$ cat config.mk
export PLATFORM = sky130hd
export DESIGN_NAME = sc_phase_sequencer
export DESIGN_NICKNAME = d
export VERILOG_FILES = /design/src/rtl/sc_game_pkg.sv /design/src/rtl/sc_tick_prescaler.sv /design/src/rtl/sc_phase_sequencer.sv
export SDC_FILE = /design/constraint.sdc
export NUM_CORES = 1
export LEC_CHECK = 0
export CAP_MARGIN = 5
export CORE_ASPECT_RATIO = 1.25
export CORE_MARGIN = 2
export CORE_UTILIZATION = 50
export CTS_CLUSTER_SIZE = 40
export DETAILED_ROUTE_END_ITERATION = 16
export PLACE_DENSITY = 0.72
export REMOVE_ABC_BUFFERS = 1
export SETUP_SLACK_MARGIN = 0.3
export SYNTH_ARGS = -nofsm -noshare
export SYNTH_HDL_FRONTEND = slang
export SYNTH_SLANG_ARGS = --single-unit
export TNS_END_PERCENT = 20
$ cat constraint.sdc
create_clock -name SC_PHASESEQ_CLOCK_50 -period 3.1 [get_ports SC_PHASESEQ_CLOCK_50]
set_input_delay 0.62 -clock SC_PHASESEQ_CLOCK_50 [delete_from_list [all_inputs] [get_ports SC_PHASESEQ_CLOCK_50]]
set_output_delay 0.62 -clock SC_PHASESEQ_CLOCK_50 [all_outputs]
set_load 0.05 [all_outputs]
$ cat src/rtl/sc_game_pkg.sv
// Phase encoding and level limits shared by the phase sequencer and the display select stage.
// Pure definitions: no logic, no latency, no flow control.
package sc_game_pkg;

    typedef enum logic [1:0] {
        PHASE_IDLE     = 2'd0,
        PHASE_CLEAR    = 2'd1,
        PHASE_PLAY     = 2'd2,
        PHASE_GAMEOVER = 2'd3
    } phase_t;

    localparam logic [1:0] LEVEL_MAX = 2'd3;

endpackage

$ cat src/rtl/sc_tick_prescaler.sv
// Level-scaled tick generator: period PRESCALE_MAX>>level clocks, first tick PRESCALE_MAX>>level clocks after clear.
// No backpressure; tick is a single-cycle strobe, gated off while disabled or clearing.
module sc_tick_prescaler #(
    parameter int PRESCALE_WIDTH = 24,
    parameter int PRESCALE_MAX   = 12500000
) (
    input  logic       clock,
    input  logic       reset_n,
    input  logic       enable,
    input  logic       clear,
    input  logic [1:0] level,
    output logic       tick
);

    localparam logic [PRESCALE_WIDTH-1:0] BASE = PRESCALE_WIDTH'(PRESCALE_MAX);

    logic [PRESCALE_WIDTH-1:0] count;
    logic [PRESCALE_WIDTH-1:0] count_cur;
    logic [PRESCALE_WIDTH-1:0] term;
    logic                      terminal;
    logic                      tick_q;

    // The clear cycle itself counts as count 0, so the first tick lands a full period after entry.
    // ">=" keeps the counter in range when a level step shrinks the period.
    always_comb begin
        term      = (BASE >> level) - PRESCALE_WIDTH'(1);
        count_cur = clear ? '0 : count;
        terminal  = (count_cur >= term);
    end

    always_ff @(posedge clock or negedge reset_n) begin
        if (!reset_n) begin
            count  <= '0;
            tick_q <= 1'b0;
        end else if (!enable) begin
            count  <= '0;
            tick_q <= 1'b0;
        end else begin
            count  <= terminal ? '0 : count_cur + PRESCALE_WIDTH'(1);
            tick_q <= terminal;
        end
    end

    // A strobe left over from the previous phase must not leak into a new one or into IDLE.
    assign tick = tick_q & enable & ~clear;

endmodule

$ cat src/rtl/sc_phase_sequencer.sv
// Game-phase FSM: synchronised start press -> CONTADOR=1 after 4 clocks, CRASH -> CONTADOR=3 after 1 clock.
// No backpressure; all inputs are sampled every cycle and outputs are registered.
module sc_phase_sequencer
    import sc_game_pkg::*;
#(
    parameter int PHASE_WIDTH    = 2,
    parameter int PRESCALE_WIDTH = 24,
    parameter int PRESCALE_MAX   = 12500000,
    parameter int CLEAR_TICKS    = 4,
    parameter int LEVEL_STEPS    = 16,
    parameter int GAMEOVER_TICKS = 8
) (
    input  logic                   SC_PHASESEQ_CLOCK_50,
    input  logic                   SC_PHASESEQ_RESET_InLow,
    input  logic                   SC_PHASESEQ_START_InLow,
    input  logic                   SC_PHASESEQ_CRASH_InHigh,
    output logic [PHASE_WIDTH-1:0] SC_PHASESEQ_CONTADOR_Out,
    output logic                   SC_PHASESEQ_TICK_Out,
    output logic [1:0]             SC_PHASESEQ_LEVEL_Out,
    output logic                   SC_PHASESEQ_BUSY_Out
);

    localparam int TICKS_MAX = (CLEAR_TICKS > GAMEOVER_TICKS) ? CLEAR_TICKS : GAMEOVER_TICKS;
    localparam int TW        = $clog2(TICKS_MAX + 1);
    localparam int SW        = $clog2(LEVEL_STEPS + 1);

    localparam logic [TW-1:0] CLEAR_LAST    = TW'(CLEAR_TICKS - 1);
    localparam logic [TW-1:0] GAMEOVER_LAST = TW'(GAMEOVER_TICKS - 1);
    localparam logic [SW-1:0] STEP_LAST     = SW'(LEVEL_STEPS - 1);

    logic          sync1, sync2, sync3;
    logic          press;
    phase_t        state;
    logic          busy;
    logic          entry;
    logic [1:0]    level;
    logic [TW-1:0] phase_ticks;
    logic [SW-1:0] steps;
    logic          tick;

    // Button is asynchronous: two flops to resolve, a third to see the falling edge, press registered.
    always_ff @(posedge SC_PHASESEQ_CLOCK_50 or negedge SC_PHASESEQ_RESET_InLow) begin
        if (!SC_PHASESEQ_RESET_InLow) begin
            sync1 <= 1'b1;
            sync2 <= 1'b1;
            sync3 <= 1'b1;
            press <= 1'b0;
        end else begin
            sync1 <= SC_PHASESEQ_START_InLow;
            sync2 <= sync1;
            sync3 <= sync2;
            press <= sync3 & ~sync2;
        end
    end

    sc_tick_prescaler #(
        .PRESCALE_WIDTH (PRESCALE_WIDTH),
        .PRESCALE_MAX   (PRESCALE_MAX)
    ) u_prescaler (
        .clock   (SC_PHASESEQ_CLOCK_50),
        .reset_n (SC_PHASESEQ_RESET_InLow),
        .enable  (busy),
        .clear   (entry),
        .level   (level),
        .tick    (tick)
    );

    always_ff @(posedge SC_PHASESEQ_CLOCK_50 or negedge SC_PHASESEQ_RESET_InLow) begin
        if (!SC_PHASESEQ_RESET_InLow) begin
            state       <= PHASE_IDLE;
            busy        <= 1'b0;
            entry       <= 1'b0;
            level       <= 2'd0;
            phase_ticks <= '0;
            steps       <= '0;
        end else begin
            entry <= 1'b0;
            case (state)
                PHASE_IDLE: begin
                    level <= 2'd0;
                    if (press) begin
                        state       <= PHASE_CLEAR;
                        busy        <= 1'b1;
                        entry       <= 1'b1;
                        phase_ticks <= '0;
                    end
                end
                PHASE_CLEAR: begin
                    if (tick) begin
                        if (phase_ticks == CLEAR_LAST) begin
                            state <= PHASE_PLAY;
                            entry <= 1'b1;
                            steps <= '0;
                        end else begin
                            phase_ticks <= phase_ticks + TW'(1);
                        end
                    end
                end
                PHASE_PLAY: begin
                    // Crash outranks both a restart press and a coincident level step.
                    if (SC_PHASESEQ_CRASH_InHigh) begin
                        state       <= PHASE_GAMEOVER;
                        entry       <= 1'b1;
                        phase_ticks <= '0;
                    end else if (press) begin
                        state       <= PHASE_CLEAR;
                        entry       <= 1'b1;
                        level       <= 2'd0;
                        phase_ticks <= '0;
                    end else if (tick) begin
                        if (steps == STEP_LAST) begin
                            steps <= '0;
                            if (level != LEVEL_MAX) level <= level + 2'd1;
                        end else begin
                            steps <= steps + SW'(1);
                        end
                    end
                end
                PHASE_GAMEOVER: begin
                    if (tick) begin
                        if (phase_ticks == GAMEOVER_LAST) begin
                            state <= PHASE_IDLE;
                            busy  <= 1'b0;
                            entry <= 1'b1;
                            level <= 2'd0;
                        end else begin
                            phase_ticks <= phase_ticks + TW'(1);
                        end
                    end
                end
                default: begin
                    state <= PHASE_IDLE;
                    busy  <= 1'b0;
                end
            endcase
        end
    end

    assign SC_PHASESEQ_CONTADOR_Out = PHASE_WIDTH'(state);
    assign SC_PHASESEQ_TICK_Out     = tick;
    assign SC_PHASESEQ_LEVEL_Out    = level;
    assign SC_PHASESEQ_BUSY_Out     = busy;

endmodule

Yosys cells after proc, flatten, opt, wreduce, memory -nomap -nowiden --
Index checks and enable logic that the tools add are counted.
Storage, ports and cells: bits in registers 44, memory bits (writable) 0, bits in latches 0, memory bits (read-only) 0, memories kept 0, input port bits 4, output and inout port bits 6, logic and storage cells 95
Cells by class: reduce and logical (&&, ||, !) cells 9, order comparisons 1, bitwise logic cells 5, add/subtract/negate cells 5, $mul 0, shifts and indexed selects 1, divide/modulo/power cells 0, equal/unequal tests 20, muxes and demuxes 42
Operator list (number):
- $mux W24 | 3
- $mux W5 | 6
- $add A24 B1 Y24 const B | 1
- $ge A24 B24 Y1 | 1
- $mux W4 | 6
- $shr A24 B2 Y24 const A | 1
- $sub A24 B1 Y24 const B | 1
- $mux W2 | 11
- $ne A2 B2 Y1 const B | 11
- $pmux W4 S4 | 1
- $reduce_and A4 Y1 | 3
- $mux W1 | 10
- $pmux W5 S2 | 1
- $ne A3 B3 Y1 const B | 3
- $pmux W2 S4 | 1
- $reduce_and A7 Y1 | 1
- $pmux W2 S3 | 1
- $reduce_and A6 Y1 | 1
- $add A5 B1 Y5 const B | 1
- $eq A5 B4 Y1 const B | 1
- $add A4 B1 Y4 const B | 1
- $eq A2 B2 Y1 const B | 2
- $eq A4 B2 Y1 const B | 1
- $eq A4 B3 Y1 const B | 1
- 9 further kinds | 13

Depth between registers and ports, before layout --
Gate-level depths: netlist of run 1.
depth after elaboration 7, mapped depth 12, depth with buffers taken out 11

Hierarchy --
Synthesis of run 1 repeated with hierarchy kept, for this count alone.
Unflattened totals: cell total of the unflattened synthesis 335, area, all modules 3039.2 um^2
By module, submodules not included:
- sc_tick_prescaler | instances 1, cells an instance 227, area an instance 1955.6 um^2, sequential area each 625.6 um^2
- sc_phase_sequencer | instances 1, cells an instance 108, area an instance 1083.5 um^2, sequential area each 479.2 um^2

Worst setup path before layout of run 1 --
Ideal clock, no wire load.
path type reg-to-reg, start point register level[0], in the netlist SC_PHASESEQ_LEVEL_Out[0], end point register u_prescaler.count[11], arrival 2.862 ns, period minus slack after synthesis 2.934 ns, data required time 3.029 ns, buffers on the path 1, path slack 0.166 ns, library setup time 0.071 ns, cell stages (with the launch flop) 12, cell sequence dfrtp_1 -> inv_1 -> ha_1 -> xnor2_1 -> nor2_1 -> ha_1 -> a211oi_1 -> o21ai_0 -> o211ai_1 -> nand4_1 -> buf_2 -> nor2_1
On the way: longest elaborated chain between the ends 5
RTL lines:
- from (decl) | RTL line sc_phase_sequencer.sv:36 | logic [1:0] level;
- from (signal assigned) | RTL line sc_phase_sequencer.sv:113 | if (level != LEVEL_MAX) level <= level + 2'd1;
- $shr A24 B2 Y24 | RTL line sc_tick_prescaler.sv:26 | term = (BASE >> level) - PRESCALE_WIDTH'(1);
- $sub A24 B1 Y24 | RTL line sc_tick_prescaler.sv:26
- $ge A24 B24 Y1 | RTL line sc_tick_prescaler.sv:28 | terminal = (count_cur >= term);
- $mux W24 | RTL line sc_tick_prescaler.sv:39 | count <= terminal ? '0 : count_cur + PRESCALE_WIDTH'(1);
- $mux W24 | RTL line sc_tick_prescaler.sv:35 | end else if (!enable) begin
- to (signal assigned) | RTL line sc_tick_prescaler.sv:39
- to (decl) | RTL line sc_tick_prescaler.sv:17 | logic [PRESCALE_WIDTH-1:0] count;
Every way passes these cells. A chain may end at the register's enable or synchronous reset.

Worst setup path after layout of run 1 --
start point register level[1], in the netlist SC_PHASESEQ_LEVEL_Out[1], end point register u_prescaler.count[2]
The elaborated chain is that of the path after synthesis.

==> impl_results.md, run 1 <==
* Outcome: completed
* Fin util at approximately three fifths
* Post-Synthesis Cells at around 350
* Worst vdd ir at 462 uV
* Synth top area share at approximately 32%
* IO Pins at 10
* CP required at around 3.3 ns
* Clk sinks at 44
* Worst Path Arrival at ~3 ns
* Max clock buf depth at 2
* Worst r2r dst: u_prescaler.count[2]
* Largest net degree at the start of global routing at 45
* Top cells by count, synth: dfrtp_1, nor2_1, ha_1, inv_1
* Register area share after synthesis at 34.9%
* PwrDens at roughly 530 nW/um^2
* Fin crit share at between 80% and 90%
* Core box area at approximately 6200 sq um
* GRT busiest layer: met2
* Fraction of registers with async set/reset at 100%
* Post-synth EDFFs at 0
* H-tree levels at 2
* Via count at roughly 2,600
* Final Setup Violations at 0
* Total Nets Final at approximately 410
* Clock-pin slew on the worst setup and hold paths at 0.09 ns
* Endpoint, Worst Hold: sync2
* Worst Hold Launch: sync1
* Synthesized area per cell at about 9 sq um
* Slowest Stage Delay on Critical Path at 0.47 ns
* Final HPWL DP at approximately 4.8 mm
* Final Skew at 0.00505 ns
* Count leader, synth: dfrtp_1
* DRC violations left at 0
* Final WL at roughly 6.9 mm
* Initial antenna violation count at 0
* Chip width at 75.2 microns
* Synth cell types at 55
* Leakage at between 1.5 and 2 nW
* Main area contributors after synthesis: dfrtp_1, ha_1, nor2_1, nor2b_1, a21oi_1
* RSZ-0062 raised after global routing: yes
* Worst Max-Slew Pin Slew at approximately 0.98 ns
* F_max at 365 MHz
* Starting Density at approximately half
* CP Cell Sequence: ha_2, nand2_1, xnor2_1, nor2_1, ha_1, a211oi_2, buf_4, o211ai_1, o211ai_1, nand4_1, buf_6, buf_4, nor2_1
* Vias per std cell at between 5 and 6
* Reg-to-reg startpoint: SC_PHASESEQ_LEVEL_Out[1]
* Fillers at ~560
* Total track usage at about a fifth
* Worst Setup End Kind: flop
* Cts bufs inserted at 5
* Depth of the most critical reg-to-reg path at 13
* Avg WL per Cell at between 10 and 15 microns
* Final min period at 2.74 ns
* Initial DRC count at between 150 and 200
* Worst path top cell family by delay: adder cells
* Rows at 32
* Share of layout cells above drive strength 1 at a little over an eighth
* Die H at around 93 microns
* Slew HR at approximately a third
* Worst hold path depth at 0
* Final ANT Viol Nets at 0
* Total congestion overflow at 0
* Vias in the first global route at ~2,600
* Worst R2R Setup Slack at around 0.36 ns
* Synth warn at 0
* N_diodes at 0
* # hold bufs at CTS at 0
* Worst-skew pair later-pin latency at 0.31 ns
* Drt pass-1 iters at 4
* CTS tree: done
* CP max stage cell: dfrtp_2
* Area delta synth->final at 13.2%
* Primary FF master, synth: dfrtp_1
* First-pass GRT wire length at around 12 mm
* Mapped Area at 3160 sq um
* Synth area leader: dfrtp_1
* Crit path launch type: flop
* Max_cap viols at 0
* # port buffers at 9
* Die area at approximately 7000 sq um
* CP Buf/Inv Count at 3
* Setup CP Type: flop to flop
* Synthesized flop and latch total at 44
* Hold WC Path Type: flop to flop
* Grt met2 use at between 30 and 40%
* GPL Wtd Cong at between 0.8 and 0.9
* Met3 GRT Util at between 4 and 5%
* Root buffer cell: clkbuf_8
* Global Route met1 Usage at 26.1%
* Setup TNS at 0 ns
* Max Fanout on Critical Path at 8
* Max Slew Vio Count at 0
* Final Hold Vio Count at 0
metal layers:
metal	part of all wire [%]	up-vias
li1	-	1281
met1	43	1252
met2	50	50
met3	3.2	21
met4	3.8	0
met5	0	-
cell usage in the layout, fill, tap and decap left out, types with 2 or more instances in the layout:
cell type	n
nor2_1	39
dfrtp_1	38
ha_1	32
nor2b_1	22
inv_1	22
nand2_1	22
a21oi_1	20
o21ai_0	17
buf_4	14
nand3_1	12
xnor2_1	11
nand4_1	9
nand2b_1	8
nor3_1	8
xor2_1	8
clkdlybuf4s50_1	7
or3_1	5
clkbuf_8	5
o31ai_1	4
o211ai_1	4
dfrtp_2	3
nand3b_1	3
dfstp_2	3
nand3b_4	2
nand3_2	2
nand4_2	2
o21ai_1	2
and4_1	2
a211oi_1	2
nor4_1	2
or3b_2	2
o32a_1	2
a31oi_1	2
a22o_1	2
nand4b_1	2
conb_1	2
ha_2	2
ha_4	2
where the power goes:
| group | internal, mW | switching (mW) | total (mW) |
|---|---|---|---|
| clock network | 0.243 | 0.217 | 0.459 |
| logic | 0.276 | 0.412 | 0.688 |
| registers | 0.639 | 0.0978 | 0.737 |
| total | 1.16 | 0.726 | 1.88 |
state kept, by name, indices dropped and copies added, names as in the netlist, 2 cells and up:
name                      count
SC_PHASESEQ_CONTADOR_Out      2
SC_PHASESEQ_LEVEL_Out         2
phase_ticks                   4
steps                         5
u_prescaler.count            24
worst max path at each step:
stage / from / to / slack [ns] / cells past startpoint
6_report: SC_PHASESEQ_LEVEL_Out[1] / u_prescaler.count[2] / 0.36 / 13
5_1_grt: SC_PHASESEQ_LEVEL_Out[1] / u_prescaler.count[15] / 0.28 / 13
4_1_cts: SC_PHASESEQ_LEVEL_Out[0] / u_prescaler.count[2] / 0.31 / 13
3_5_place_dp: SC_PHASESEQ_LEVEL_Out[0] / u_prescaler.count[2] / 0.1 / 11
3_3_place_gp: SC_PHASESEQ_LEVEL_Out[0] / u_prescaler.count[15] / 0.26 / 11
2_1_floorplan: SC_PHASESEQ_LEVEL_Out[0] / u_prescaler.count[21] / 0.009 / 10
cell families (layout without fill, tap and decap cells):
kind of cell / Yosys count / after routing / share of synthesized area, %
and+or+nand+nor: 154 / 154 / 28.4
AOI/OAI and AO/OA: 64 / 64 / 12.8
DFF: 44 / 44 / 34.9
adders and majority gates: 36 / 36 / 14.2
buffers and inverters: 33 / 55 / 4.31
xor gates and xnor gates: 19 / 19 / 5.26
other: 1 / 2 / 0.119
stage by stage:
stage	hold WS [ns]	instances	setup slack, ns	total power [mW]	instance area [sq um]
after CTS	0.361	452	0.312	1.89	3490
after floorplan	0.324	342	0.00943	1.21	3120
after global routing	0.368	459	0.275	2.02	3580
final	0.360	459	0.358	1.88	3580
after detailed placement	0.348	443	0.0998	1.42	3360
after global placement	0.346	443	0.257	1.40	3360
final cells by class:
cell class / instances / area, sq um / share of cell area (%)
clock inverters: 3 / 46.3 / 1.29
flip-flops and latches: 44 / 1110 / 31.0
well taps: 85 / 106 / 2.97
repair buffers: 24 / 200 / 5.59
multi-input cells: 275 / 1960 / 54.8
clock buffers: 5 / 68.8 / 1.92
inverters: 23 / 88.8 / 2.48
worst reg2reg max path: cells and delay by family (launching register included):
family,cells,cell delay [ns]
flops,1,0.47
xor+xnor,1,0.13
compound gates,3,0.54
fa+ha+maj,2,0.54
buf+inv,3,0.46
simple gates,4,0.53
repair_timing:
item	4_1_cts	5_1_grt
pin swaps	1	5
setup endpoints to repair	16	24
gates resized for setup	3	12
buffers inserted	1	7
(Power assumes the default switching activity.)
==> run 2: changes to the inputs <==
CORE_MARGIN = default   (was 2)
CTS_CLUSTER_DIAMETER = 50   (was default)
==> impl_results.md, run 2 (synthesis results as in run 1) <==
* Outcome: completed
* Max clock buf depth at 2 (unchanged)
* # port buffers at 9 (unchanged)
* Max Fanout on Critical Path at 9 (+1)
* Total track usage at 22.0% (+0.68 points)
* Clock-pin slew on the worst setup and hold paths at 0.09 ns (about the same)
* WL met1 at 3.07 mm (+4.8%)
* Setup TNS at 0 ns (unchanged)
* CTS tree: done
* F_max at 370 MHz (+1.5%)
* Most frequent CP cell: nor2_1
* Non-Filler Instances at 457 (-0.44%)
* N_diodes at 0 (unchanged)
* Final Setup Violations at 0 (unchanged)
* Initial DRC count at 110 (-29%)
* Uppermost routed layer: met4
* Final Hold Vio Count at 0 (unchanged)
* GPL Wtd Cong at 0.863 (+5.1%)
* Max_cap viols at 0 (unchanged)
* Vias in the first global route at 2,478 (-4.2%)
* DRC violations left at 0 (unchanged)
* Biggest regs: u_prescaler.count (24), steps (5), phase_ticks (4)
* DR WL met3 at 185 microns (-16%)
* Clk sinks at 44 (unchanged)
* Fin crit share at 87.1% (-1.3 points)
* Worst Max-Slew Pin Slew at 0.979 ns (+0.000115 ns)
* RSZ-0062 raised after global routing: no
* Met2 WL at 3.49 mm (+0.72%)
* Initial antenna violation count at 0 (unchanged)
* PwrDens at 530 nW/um^2 (+0.62%)
* Setup CP Type: flop to flop
* Via count at 2,569 (-1.3%)
* Final WL at 6.83 mm (-0.67%)
* Commonest cells after routing, fill and taps aside: dfrtp_1, nor2_1, ha_1
* Leakage at 1.68 nW (+0.95%)
* Rows at 32 (unchanged)
* CP required at 3.34 ns (about the same)
* Crit path launch type: flop
* Depth of the most critical reg-to-reg path at 12 (-1)
* Cts bufs inserted at 5 (unchanged)
* Worst vdd ir at 432 uV (-6.3%)
* Slew HR at 34.7% (about the same)
* Largest Register: u_prescaler.count
* Total Nets Final at 411 (-0.48%)
* Crit path depth at 12 (-1)
* Worst-skew pair later-pin latency at 0.31 ns (about the same)
* H-tree levels at 2 (unchanged)
* Hold WC Path Type: flop to flop
* Max reg flops at 24 (unchanged)
* Slowest Stage Delay on Critical Path at 0.45 ns (-0.02 ns)
* Die H at 90.9 microns (-2.2%)
* Final min period at 2.70 ns (-0.0416 ns)
* First-pass GRT wire length at 11.3 mm (-2.0%)
* Final HPWL DP at 4.77 mm (-1.5%)
* Largest net degree at the start of global routing at 45 (unchanged)
* IO Pins at 10 (unchanged)
* Final ANT Viol Nets at 0 (unchanged)
* Share of layout cells above drive strength 1 at 12.4% (-1.0 points)
* Worst hold path depth at 0 (unchanged)
* CP Cell Sequence: buf_4, ha_4, nand2_1, xnor2_1, nor2_1, ha_1, a211oi_2, o21ai_1, o211ai_1, nand4_1, buf_6, nor2_1
* Worst R2R Setup Slack at 0.40 ns (+0.04 ns)
* Worst path top cell family by delay: compound AO/OA/AOI/OAI gates
* Worst Setup End Kind: flop
* Cells after DPL at 443 (unchanged)
* Avg WL per Cell at 14.9 microns (-0.23%)
* Fillers at 535 (-4.3%)
* Core box area at 6130 sq um (-0.65%)
* Final Skew at 0.00532 ns (+0.000273 ns)
* Chip width at 73.2 microns (-2.7%)
* Starting Density at 51.7% (+0.34 points)
* Worst Path Arrival at 2.94 ns (-0.05 ns)
* Root buffer cell: clkbuf_8
* Drt pass-1 iters at 5 (+1)
* Area delta synth->final at 13.2% (about the same)
* CP max stage cell: dfrtp_2
* Vias per std cell at 5.62 (-0.91%)
* Total congestion overflow at 0 (unchanged)
* Die area at 6650 sq um (-4.8%)
* CP Buf/Inv Count at 2 (-1)
* Max Slew Vio Count at 0 (unchanged)
run 2: cell types whose count changed in the layout (fill, tap and decap cells not counted), sizes merged:
cell | previous run | this run
dlymetal6s2s | 0 | 1
buf | 16 | 14
dlygate4sd2 | 1 | 0
run 2: layer usage:
layer / vias up / track usage (%)
met4: 0 / 6.54
met3: 7 / 4.11
met5: - / 0
met1: 1253 / 27.2
li1: 1269 / -
met2: 40 / 38.0
run 2: path summary, 6_finish.rpt:
check | end | start
worst max register to register | u_prescaler.count[16] | SC_PHASESEQ_LEVEL_Out[1]
max in group asynchronous | SC_PHASESEQ_LEVEL_Out[1] | SC_PHASESEQ_RESET_InLow
worst min-delay path | sync2 | sync1
worst max-delay path | u_prescaler.count[16] | SC_PHASESEQ_LEVEL_Out[1]
min in group asynchronous | u_prescaler.count[3] | SC_PHASESEQ_RESET_InLow
worst min register to register | sync2 | sync1
run 2: final cells by class:
type	count	area (sq um)	share of cell area (%)
inverter	23	88.8	2.48
multi-input combinational	275	1960	54.7
timing repair buffer	22	205	5.73
clock buffer	5	68.8	1.92
clock inverter	3	46.3	1.29
sequential	44	1110	30.9
tap	85	106	2.97
run 2: power by group:
part           switching, mW  total [mW]  internal, mW
combinational          0.430       0.718         0.288
clock                  0.221       0.464         0.243
sequential            0.0764       0.715         0.638
total                  0.727        1.90          1.17
run 2: metrics by stage:
step | utilization (%) | worst slack [ns] | total power [mW] | cell area [sq um] | hold slack [ns]
finish | 58.5 | 0.399 | 1.90 | 3580 | 0.359
global route | 58.5 | 0.235 | 2.01 | 3580 | 0.368
CTS | 57.0 | 0.327 | 1.90 | 3490 | 0.361
detailed placement | 55.1 | 0.370 | 1.44 | 3370 | 0.347
global placement | 55.1 | 0.489 | 1.43 | 3370 | 0.347
floorplan | - | 0.00943 | 1.21 | 3120 | 0.324
run 2: repair_timing:
| item | CTS | global route |
|---|---|---|
| pin swaps | 0 | 5 |
| gates resized for setup | 1 | 13 |
| endpoints found under the setup margin | 1 | 25 |
| hold buffers | 0 | 0 |
| buffers inserted | 0 | 6 |
| endpoints found under the hold margin | 0 | 0 |
==> run 3: changes to the inputs <==
ABC_AREA = 1   (was default)
CAP_MARGIN = default   (was 5)
SLEW_MARGIN = 20   (was default)
==> impl_results.md, run 3 <==
* Worst Setup End Kind: output pin
* Worst Path Arrival at 1.97 ns (-0.97 ns)
* Final HPWL DP at 6.11 mm (+28%)
* Vias per std cell at 5.29 (-5.9%)
* Worst Max-Slew Pin Slew at 0.622 ns (-0.357 ns)
* Slew HR at 58.5% (+24 points)
* Register area at 1110 sq um (unchanged)
* Worst path top cell family by delay: buffers and inverters
* Chip width at 78.1 microns (+6.8%)
* Largest net degree at the start of global routing at 45 (unchanged)
* Via count at 3,072 (+20%)
* Post-Synthesis Cells at 474 (+35%)
* Commonest non-fill, non-tap cell in the layout: nand2_1
* Setup crit start: SC_PHASESEQ_BUSY_Out
* DRC violations left at 0 (unchanged)
* Hold WC Path Type: input port to asynchronous set/reset pin
* Fillers at 679 (+27%)
* Rows at 34 (+6.3%)
* Vias in the first global route at 2,933 (+18%)
* Max_cap viols at 0 (unchanged)
* Reg-to-reg startpoint: SC_PHASESEQ_LEVEL_Out[0]
* Synth warn at 0 (unchanged)
* Primary FF master, synth: dfrtp_1
* Leakage at 1.80 nW (+6.9%)
* Grt met2 use at 41.3% (+3.3 points)
* Largest Register: u_prescaler.count
* F_max at 386 MHz (+4.3%)
* Min Hold Slack at 0.290 ns (-0.0689 ns)
* Global Route met1 Usage at 26.8% (-0.43 points)
* Post-synth EDFFs at 0 (unchanged)
* Mapped Area at 3620 sq um (+14%)
* Die area at 7590 sq um (+14%)
* First-pass GRT wire length at 13.5 mm (+19%)
* Biggest regs: u_prescaler.count (24), steps (5), phase_ticks (4)
* Final min period at 2.59 ns (-0.112 ns)
* Total power at 0.968 mW (-49%)
* Root buffer cell: clkbuf_8
* CP max stage cell: clkdlybuf4s50_1
* Multi-input gate area at 2230 sq um (+14%)
* Synth top area share at 28.3% (-4.1 points)
* Initial DRC count at 190 (+73%)
* # port buffers at 9 (unchanged)
* Max reg flops at 24 (unchanged)
* Synth Area in Simple Gates at 36.7% (+8.3 points)
* Total congestion overflow at 0 (unchanged)
* Final Skew at 0.0115 ns (+0.00617 ns)
* Drt pass-1 iters at 4 (-1)
* Setup WS post-layout at 0.511 ns (+0.112 ns)
* CTS tree: done
* Count leader, synth: nand2_1
* Share of layout cells above drive strength 1 at 17.5% (+5.1 points)
* Worst-skew pair later-pin latency at 0.30 ns (about the same)
* Slowest Stage Delay on Critical Path at 0.93 ns (+0.48 ns)
* Max Slew Vio Count at 0 (unchanged)
* Total Nets Final at 530 (+29%)
* H-tree levels at 2 (unchanged)
* Synth cell types at 38 (-31%)
* CP Buf/Inv Count at 1 (-1)
* Synthesized area per cell at 7.64 sq um (-15%)
* Compound-cell area share of the yosys netlist at 6.50% (-6.3 points)
* Clock-pin slew on the worst setup and hold paths at 0.10 ns (about the same)
* Top cells by count, synth: nand2_1, inv_1, nor2_1, dfrtp_1, ha_1
* RSZ-0062 raised after global routing: no
* Main area contributors after synthesis: dfrtp_1, ha_1, nand2_1, inv_1, nor2_1
* Register area share after synthesis at 30.5% (-4.4 points)
* Fraction of registers with async set/reset at 100% (unchanged)
* CP required at 2.48 ns (-0.86 ns)
* Setup TNS at 0 ns (unchanged)
* Area delta synth->final at 8.05%
* # hold bufs at CTS at 0 (unchanged)
* Synth Area in Adders at 12.4% (-1.8 points)
* Post-synthesis mux area share at 0.276% (+0.28 points)
* Largest family of logic cells by synthesized area: simple AND/OR/NAND/NOR gates
* Met3 GRT Util at 3.38% (-0.73 points)
* Crit path launch type: flop
* Commonest cells after routing, fill and taps aside: nand2_1, inv_1, nor2_1
* Starting Density at 51.9% (+0.25 points)
* Die H at 97.1 microns (+6.8%)
* Final ANT Viol Nets at 0 (unchanged)
* Synthesized flop and latch total at 44 (unchanged)
* Place WS at 0.359 ns (-0.0108 ns)
* Max Fanout on Critical Path at 9 (unchanged)
* Final Hold Vio Count at 0 (unchanged)
* GPL Wtd Cong at 0.926 (+7.3%)
* Cts bufs inserted at 5 (unchanged)
* Fin crit share at 83.5% (-3.6 points)
* Total track usage at 22.4% (+0.41 points)
* Xor/xnor cell area share of the yosys netlist at 3.63% (-1.6 points)
* Cells after DPL at 570 (+29%)
* Non-Filler Instances at 581 (+27%)
* Clk sinks at 44 (unchanged)
* N_diodes at 0 (unchanged)
* PwrDens at 247 nW/um^2 (-53%)
* Avg WL per Cell at 14.2 microns (-4.8%)
* Outcome: completed
* Max clock buf depth at 2 (unchanged)
* GRT busiest layer: met2
* IO Pins at 10 (unchanged)
* Initial antenna violation count at 0 (unchanged)
* Setup CP Type: flop to output pin
* CP Cell Sequence: clkdlybuf4s50_1
* Synth area leader: dfrtp_1
* Worst vdd ir at 262 uV (-39%)
* Core box area at 6980 sq um (+14%)
* Final WL at 8.27 mm (+21%)
* Final Setup Violations at 0 (unchanged)
==> run 3: changes by cell type after synthesis, sizes merged, moves of 6 or more <==
cell    previous run  this run
nand2             22       124
inv               23        72
nor2              39        88
nor2b             22         0
nand3             14        34
nand2b             8         0
nor3              10         4
xnor2             11         5
==> run 3: layer usage <==
layer	part of all wire [%]	vias up
met2	52	90
met5	0	-
met4	2.6	0
met3	4.3	26
met1	41	1419
li1	-	1537
==> run 3: timing repair <==
action,4_1_cts,5_1_grt
gates resized for setup,0,8
buffers inserted,0,0
setup endpoints to repair,0,24
==> run 3: power breakdown <==
part | total (mW) | internal [mW] | switching (mW)
clock network | 0.368 | 0.158 | 0.210
registers | 0.580 | 0.578 | 0.00233
logic | 0.0195 | 0.00453 | 0.0150
==> run 3: path summary, 6_finish.rpt <==
check,end,slack [ns],cells after the start
hold / removal,u_prescaler.count[0],0.29,1
setup / recovery,SC_PHASESEQ_BUSY_Out,0.51,1
hold reg to reg,sync2,0.36,0
setup reg to reg,u_prescaler.count[21],0.53,13
max in group asynchronous,SC_PHASESEQ_LEVEL_Out[1],2.34,1
min in group SC_PHASESEQ_CLOCK_50,sync2,0.36,0
==> run 3: through the flow <==
stage               cell area [sq um]  utilization (%)
finish                           3910             56.1
global route                     3910             56.1
detailed placement               3750             53.8
global placement                 3750             53.8
CTS                              3840             55.0
floorplan                        3540                -
==> run 3: logic make-up after synthesis <==
group | count (synthesis)
and+or+nand+nor | 258
adders and majority gates | 36
other | 1
DFF | 44
muxes | 1
AOI/OAI and AO/OA | 41
xor gates and xnor gates | 15
buffers and inverters | 78
==> run 3: area by class of cell <==
| cell class | instances | share of cell area, % |
|---|---|---|
| Multi-Input combinational cell | 356 | 57.1 |
| Sequential cell | 44 | 28.3 |
| Inverter | 72 | 7.04 |
| Tap cell | 90 | 2.88 |
| Timing Repair Buffer | 11 | 2.56 |
| Clock buffer | 6 | 1.85 |
| Clock inverter | 2 | 0.320 |
